**src/rtl/f_measure_mc.sv**
```systemverilog
// f_measure_mc: multi-channel edge-gated reciprocal frequency meter with auto-ranging
module f_measure_mc #(
  parameter int CLK_HZ   = 10_000_000,
  parameter int W        = 26,
  parameter int NCH      = 3,
  parameter int FILT0    = 200,
  parameter int FSHIFT   = 5,
  parameter int GATE_CYC = 1_000_000,
  parameter int TMO_CYC  = 2_000_000
) (
  input  logic                   clk,
  input  logic                   rst,
  input  logic                   signal_in,
  output logic [W-1:0]           freq,
  output logic [$clog2(NCH)-1:0] range_sel,
  output logic                   no_signal,
  output logic                   f_update
);
  localparam int RW = $clog2(NCH);
  localparam int DW = W + $clog2(CLK_HZ + 1);
  localparam int CW = $clog2(DW + 1);
  localparam int LW = $clog2(FILT0 + 2);
  localparam int TW = $clog2((GATE_CYC > TMO_CYC ? GATE_CYC : TMO_CYC) + 1);
  localparam logic [W-1:0] MAXV = '1;
  localparam logic [DW-1:0] CK = DW'(CLK_HZ);
  typedef enum logic [2:0] {S_IDLE, S_REQ, S_WAIT, S_DIV, S_SEL, S_UPD} state_t;
  function automatic int flen(input int k);
    return (k == NCH - 1) ? 0 : FILT0 >> (FSHIFT * k);
  endfunction
  function automatic logic [W-1:0] fmax(input int k);
    return flen(k) == 0 ? MAXV : W'(CLK_HZ / (3 * (flen(k) == 0 ? 1 : flen(k))));
  endfunction
  state_t state_q, state_d;
  logic [1:0] sync_q;
  logic [NCH-1:0] filt_q, prev_q, gate_q, done_q, inv_q, rise;
  logic [LW-1:0] fcnt_q [NCH];
  logic [W-1:0] m_q [NCH];
  logic [W-1:0] n_q [NCH];
  logic [W-1:0] res_q [NCH];
  logic [TW-1:0] tm_q;
  logic [RW-1:0] k_q, sel_q, sel_d;
  logic [CW-1:0] bit_q;
  logic [DW-1:0] dv_q, dv_d;
  logic [W-1:0] rem_q, rem_d, res_d;
  logic [W:0] rem_sh;
  logic req, live, ge, bad, all_zero;
  // sequence state register
  always_ff @(posedge clk) state_q <= rst ? S_IDLE : state_d;
  // measurement sequencing: gate request, edge wait, per-channel division, selection, publish
  always_comb begin
    state_d = state_q;
    case (state_q)
      S_IDLE: state_d = S_REQ;
      S_REQ:  state_d = (tm_q == TW'(GATE_CYC - 1)) ? S_WAIT : S_REQ;
      S_WAIT: state_d = (&done_q || tm_q == TW'(TMO_CYC - 1)) ? S_DIV : S_WAIT;
      S_DIV:  state_d = (bit_q == CW'(DW) && k_q == RW'(NCH - 1)) ? S_SEL : S_DIV;
      S_SEL:  state_d = S_UPD;
      default: state_d = S_IDLE;
    endcase
  end
  // gate request and counting window decoded from the state
  always_comb begin
    req  = state_q == S_REQ;
    live = state_q == S_REQ || state_q == S_WAIT;
    rise = filt_q & ~prev_q;
  end
  // phase timer restarts on every state change
  always_ff @(posedge clk) tm_q <= (rst || state_d != state_q) ? '0 : tm_q + 1'b1;
  // synchronizer and per-channel persistence filters; length 0 just follows the synchronizer
  always_ff @(posedge clk) begin
    if (rst) begin
      sync_q <= '0;
      filt_q <= '0;
      prev_q <= '0;
      for (int i = 0; i < NCH; i++) fcnt_q[i] <= '0;
    end else begin
      sync_q <= {sync_q[0], signal_in};
      prev_q <= filt_q;
      for (int i = 0; i < NCH; i++) begin
        if (flen(i) == 0 || (sync_q[1] != filt_q[i] && fcnt_q[i] == LW'(flen(i) - 1))) begin
          filt_q[i] <= sync_q[1];
          fcnt_q[i] <= '0;
        end else fcnt_q[i] <= (sync_q[1] != filt_q[i]) ? fcnt_q[i] + 1'b1 : '0;
      end
    end
  end
  // edge-aligned gates with saturating period (M) and edge (N) counters
  always_ff @(posedge clk) begin
    if (rst || state_q == S_IDLE) begin
      gate_q <= '0;
      done_q <= '0;
      inv_q  <= '0;
      for (int i = 0; i < NCH; i++) begin
        m_q[i] <= '0;
        n_q[i] <= '0;
      end
    end else begin
      if (state_q == S_WAIT && state_d == S_DIV) inv_q <= inv_q | ~done_q;
      for (int i = 0; i < NCH; i++) begin
        if (live) begin
          if (rise[i] && req && !gate_q[i] && !done_q[i]) gate_q[i] <= 1'b1;
          if (rise[i] && !req && gate_q[i]) begin
            gate_q[i] <= 1'b0;
            done_q[i] <= 1'b1;
          end
          if (gate_q[i] && m_q[i] != MAXV) m_q[i] <= m_q[i] + 1'b1;
          if (gate_q[i] && rise[i] && n_q[i] != MAXV) n_q[i] <= n_q[i] + 1'b1;
        end
      end
    end
  end
  // one restoring step; the quotient shifts in where the dividend shifts out
  always_comb begin
    rem_sh = {rem_q, dv_q[DW-1]};
    ge     = rem_sh >= {1'b0, m_q[k_q]};
    rem_d  = ge ? W'(rem_sh - {1'b0, m_q[k_q]}) : rem_sh[W-1:0];
    dv_d   = {dv_q[DW-2:0], ge};
    bad    = inv_q[k_q] || m_q[k_q] == '0 || n_q[k_q] == '0 || m_q[k_q] == MAXV || n_q[k_q] == MAXV;
    res_d  = bad ? '0 : (|dv_d[DW-1:W]) ? MAXV : dv_d[W-1:0];
  end
  // shared divider: a load cycle then DW quotient bits per channel
  always_ff @(posedge clk) begin
    if (rst) begin
      k_q   <= '0;
      bit_q <= '0;
      dv_q  <= '0;
      rem_q <= '0;
      for (int i = 0; i < NCH; i++) res_q[i] <= '0;
    end else if (state_q != S_DIV) begin
      k_q   <= '0;
      bit_q <= '0;
    end else if (bit_q == '0) begin
      dv_q  <= DW'(n_q[k_q]) * CK;
      rem_q <= '0;
      bit_q <= 1'b1;
    end else begin
      dv_q  <= dv_d;
      rem_q <= rem_d;
      bit_q <= (bit_q == CW'(DW)) ? '0 : bit_q + 1'b1;
      if (bit_q == CW'(DW)) begin
        res_q[k_q] <= res_d;
        k_q <= k_q + 1'b1;
      end
    end
  end
  // auto-range: lowest channel whose result is nonzero and below its filter's trust limit
  always_comb begin
    all_zero = 1'b1;
    sel_d = RW'(NCH - 1);
    for (int i = NCH - 1; i >= 0; i--) begin
      if (res_q[i] != '0) all_zero = 1'b0;
      if (res_q[i] != '0 && res_q[i] < fmax(i)) sel_d = RW'(i);
    end
  end
  // publish the selected result with a one-cycle strobe
  always_ff @(posedge clk) begin
    if (rst) begin
      sel_q     <= '0;
      freq      <= '0;
      range_sel <= '0;
      no_signal <= 1'b0;
      f_update  <= 1'b0;
    end else begin
      if (state_q == S_SEL) sel_q <= sel_d;
      f_update <= state_q == S_UPD;
      if (state_q == S_UPD) begin
        freq      <= res_q[sel_q];
        range_sel <= sel_q;
        no_signal <= all_zero;
      end
    end
  end
endmodule

```
**config.mk**
```make
export PLATFORM = sky130hd
export DESIGN_NAME = f_measure_mc
export DESIGN_NICKNAME = d
export VERILOG_FILES = /design/src/rtl/f_measure_mc.sv
export SDC_FILE = /design/constraint.sdc
export NUM_CORES = 1
export LEC_CHECK = 0
export BUFFER_PORTS_ARGS = -buffer_cell sky130_fd_sc_hd__buf_2
export CAP_MARGIN = 20
export CORE_MARGIN = 1
export CORE_UTILIZATION = 47
export CTS_CLUSTER_DIAMETER = 40
export DETAILED_ROUTE_END_ITERATION = 6
export MAX_ROUTING_LAYER = met4
export SLEW_MARGIN = 25
export SYNTH_ARGS = -nofsm -noshare
export SYNTH_HDL_FRONTEND = slang
export SYNTH_SLANG_ARGS = --single-unit
```
**constraint.sdc**
```tcl
create_clock -name clk -period 6.6 [get_ports clk]
set_input_delay 0.33 -clock clk [delete_from_list [all_inputs] [get_ports clk]]
set_output_delay 0.33 -clock clk [all_outputs]
set_load 0.02 [all_outputs]
```
==> summary.md <==
| Metric | Value |
|---|---|
| YS warnings | `0` |
| Ratio of cells with drive above 1 in the final layout | `between 10 and 15%` |
| Core area | `64600 um2` |
| Max Fclk | `between 150 and 200 MHz` |
| Largest cells by area after synthesis | `edfxtp_1 (27%), ha_1 (11%), dfxtp_1 (10%)` |
| Initial antenna violation count | `0` |
| Critical Path Max Stage Delay | `between 0.5 and 0.6 ns` |
| Average size of a mapped cell | `approximately 9.5 um2` |
| Synth Cell Area | `roughly 30000 um2` |
| Commonest cells in the netlist | `nor2_1 (444), inv_1 (359), edfxtp_1 (276), nand2_1 (266), ha_1 (264)` |
| FF-to-FF path depth | `25` |
| Worst setup path end | `dv_q[46]` |
| Routed vias/inst | `about 5.5` |
| Multiplexer area fraction after synthesis | `under 10%` |
| Fill count | `roughly 5900` |
| Final setup violation count | `0` |
| Top cell type's share of synthesized area | `between 20% and 30%` |
| Synth Area in Adders | `about a fifth` |
| Via count of the first global-routing pass | `between 20000 and 25000` |
| Register area share after synthesis | `between 30% and 40%` |
| Max-Cap Viols | `0` |
| Startpoint Class | `register` |
| CP Max Fanout | `16` |
| Synthesis-to-layout area growth | `13.1%` |
| Site Rows | `between 90 and 100` |
| Syn Inst Count | `3248` |
| Least-Margin Pin Slew | `roughly 0.96 ns` |
| Status | `completed` |
| CP endpoint kind | `register` |
| Yosys cell types | `82` |
| CTS Root Cell | `clkbuf_16` |
| Total wire length | `~80 mm` |
| Max VDD drop | `~0.00019 V` |
| First-pass GRT wire length | `about 130 mm` |
| Pre-antenna DRT Iters | `5` |
| Cts bufs inserted | `75` |
| DR iter-0 viols | `between 1500 and 2000` |
| Ys flop type | `edfxtp_1` |
| Clock sink count | `~440` |
| Die width | `between 200 and 300 um` |
| Routed len/inst | `between 15 and 20 um` |
| Crit path required time | `between 7 and 8 ns` |
| Leak | `14.6 nW` |
| PnR Total Power | `9.31 mW` |
| GRT Overall Usage | `~24%` |
| DPL Wire Length | `58.8 mm` |
| Max-slew headroom | `a little over a third` |
| Crit path kind | `register to register` |
| Largest family of logic cells by synthesized area | `adder cells` |
| CTS tree | `done` |
| XOR/XNOR Fraction of Synth Area | `under 10%` |
| Clock tree buffer depth | `3` |
| R2R setup slack | `around 0.23 ns` |
| # diodes | `0` |
| PortBufs | `32` |
| Antenna-violating nets left | `0` |
| Gr ovfl total | `0` |
| Tightest Hold Check Type | `input pin to register` |
| CP max-delay cell | `fa_1` |
| DR DRC count | `0` |
| Worst EP arrival | `around 6.9 ns` |
| Synthesized-area fraction occupied by and/or/nand/nor cells | `between 10% and 20%` |
| Final Hold Vio Count | `0` |
| Worst flop-to-flop path endpoint | `dv_q[46]` |
| Die height | `258 um` |
| Vias | `between 20000 and 25000` |
| Largest net degree at the start of global routing | `79` |
| I/O pins | `33` |
| Placer congestion estimate | `between 0.9 and 1` |
| DIE AREA | `around 66000 um2` |
| Async SR Flop Fraction | `0%` |
| Starting density of the core | `between 40% and 50%` |
| Final Slew Violations | `0` |
| P per Cell Area | `about 270 nW/um2` |
| Crit share post-route | `between 90 and 100%` |
| Core Util, Final | `53.8%` |
| H-tree levels | `3` |
| Top-count cell post-synth | `nor2_1` |
| RSZ-0062 raised after global routing | `true` |
| Clk Latency, worst-skew pair | `between 0.6 and 0.7 ns` |
| Synthesized flop and latch total | `435` |
| Compound-Gate Fraction of Synth Area | `roughly 10%` |
| Clk slew on worst S/H paths | `~0.050 ns` |
| Post-synth EDFFs | `between 200 and 300` |
| Final nets | `between 3000 and 4000` |
| Final Skew | `0.0333 ns` |
| Tmin final | `about 6.4 ns` |
| Largest area contributor in the netlist | `edfxtp_1` |
[stage by stage]
stage               TNS (ns)  cells  setup WS [ns]  hold WS [ns]  instance area, um2
floorplan                  0   3263        0.00704         0.414               30800
global placement           0   4100          0.272         0.439               32100
detailed placement         0   4100          0.212         0.444               32100
CTS                        0   4240          0.170         0.336               34700
global route         -0.0878   4242        -0.0436         0.392               34800
finish                     0   4242          0.228         0.390               34800
[per-layer routing]
layer	vias up	wire length (um)	global-route usage, %
li1	11309	-	-
met1	11361	36600	32.7
met2	508	36800	38.6
met3	113	3530	3.32
met4	0	1420	5.85
met5	-	0	-
[layout by cell type, fill, tap and decap left out, types with 111 or more instances in the layout]
| master | count |
|---|---|
| xor2_1 | 131 |
| edfxtp_1 | 276 |
| nor2_1 | 443 |
| inv_1 | 355 |
| dfxtp_1 | 156 |
| ha_1 | 259 |
| xnor2_1 | 111 |
| nand2_1 | 258 |
| a21oi_1 | 152 |
| fa_1 | 129 |
[cells by family after synthesis]
logic type      count (synthesis)
simple gates                 1104
buf+inv                       498
compound gates                478
flops                         435
fa+ha+maj                     393
xor+xnor                      242
mux                            97
other cells                     1
[area by class of cell]
type	instances	area, um2	area share, %
Tap cell	855	1070	3.08
Sequential cell	435	11500	33.0
Clock inverter	45	447	1.28
Clock buffer	94	2090	6.02
Multi-Input combinational cell	2330	17500	50.3
Inverter	370	1390	3.99
Timing Repair Buffer	113	803	2.31
[sequential cells by signal (all words and copies together), names as in the netlist, named ones only]
| signal | cells |
|---|---|
| res_q | 104 |
| m_q | 78 |
| n_q | 78 |
| dv_q | 50 |
| freq | 26 |
| rem_q | 26 |
| tm_q | 21 |
| fcnt_q | 16 |
| bit_q | 6 |
| done_q | 3 |
| filt_q | 3 |
| gate_q | 3 |
| inv_q | 3 |
| prev_q | 3 |
| state_q | 3 |
| k_q | 2 |
| range_sel | 2 |
| sel_q | 2 |
| sync_q | 2 |
| f_update | 1 |
| no_signal | 1 |
[critical path, delay by kind of cell (launching register included)]
| kind | cells | cell delay (ns) |
|---|---|---|
| multiplexers | 1 | 0.09 |
| flip-flops | 1 | 0.38 |
| buffers and inverters | 7 | 0.72 |
| XOR/XNOR | 1 | 0.11 |
| adder cells (fa/ha/maj) | 7 | 3.07 |
| AO/OA/AOI/OAI | 6 | 1.40 |
| AND/OR/NAND/NOR | 3 | 0.50 |
[worst min-delay path by stage]
stage	startpoint	to	slack, ns	cells past startpoint
after floorplan	sync_q[0]	sync_q[1]	0.41	1
after global placement	range_sel[1]	range_sel[1]	0.44	2
after detailed placement	sync_q[0]	sync_q[1]	0.44	1
after CTS	rst	filt_q[1]	0.34	3
after global routing	rst	freq[8]	0.39	3
final	rst	filt_q[1]	0.39	3
[what timing repair did]
item | CTS | global route
resized for setup | 0 | 21
hold endpoints to repair | 1 | 0
setup endpoints to repair | 0 | 6
setup buffers | 0 | 2
hold buffers | 1 | 0
[power by group]
part           leakage [nW]  switching [mW]  internal (mW)
sequential             4.23          0.0752           2.95
clock                  1.23            1.47           2.41
combinational          9.11            1.43          0.966
Note: power is estimated with default switching activity, not from simulation.
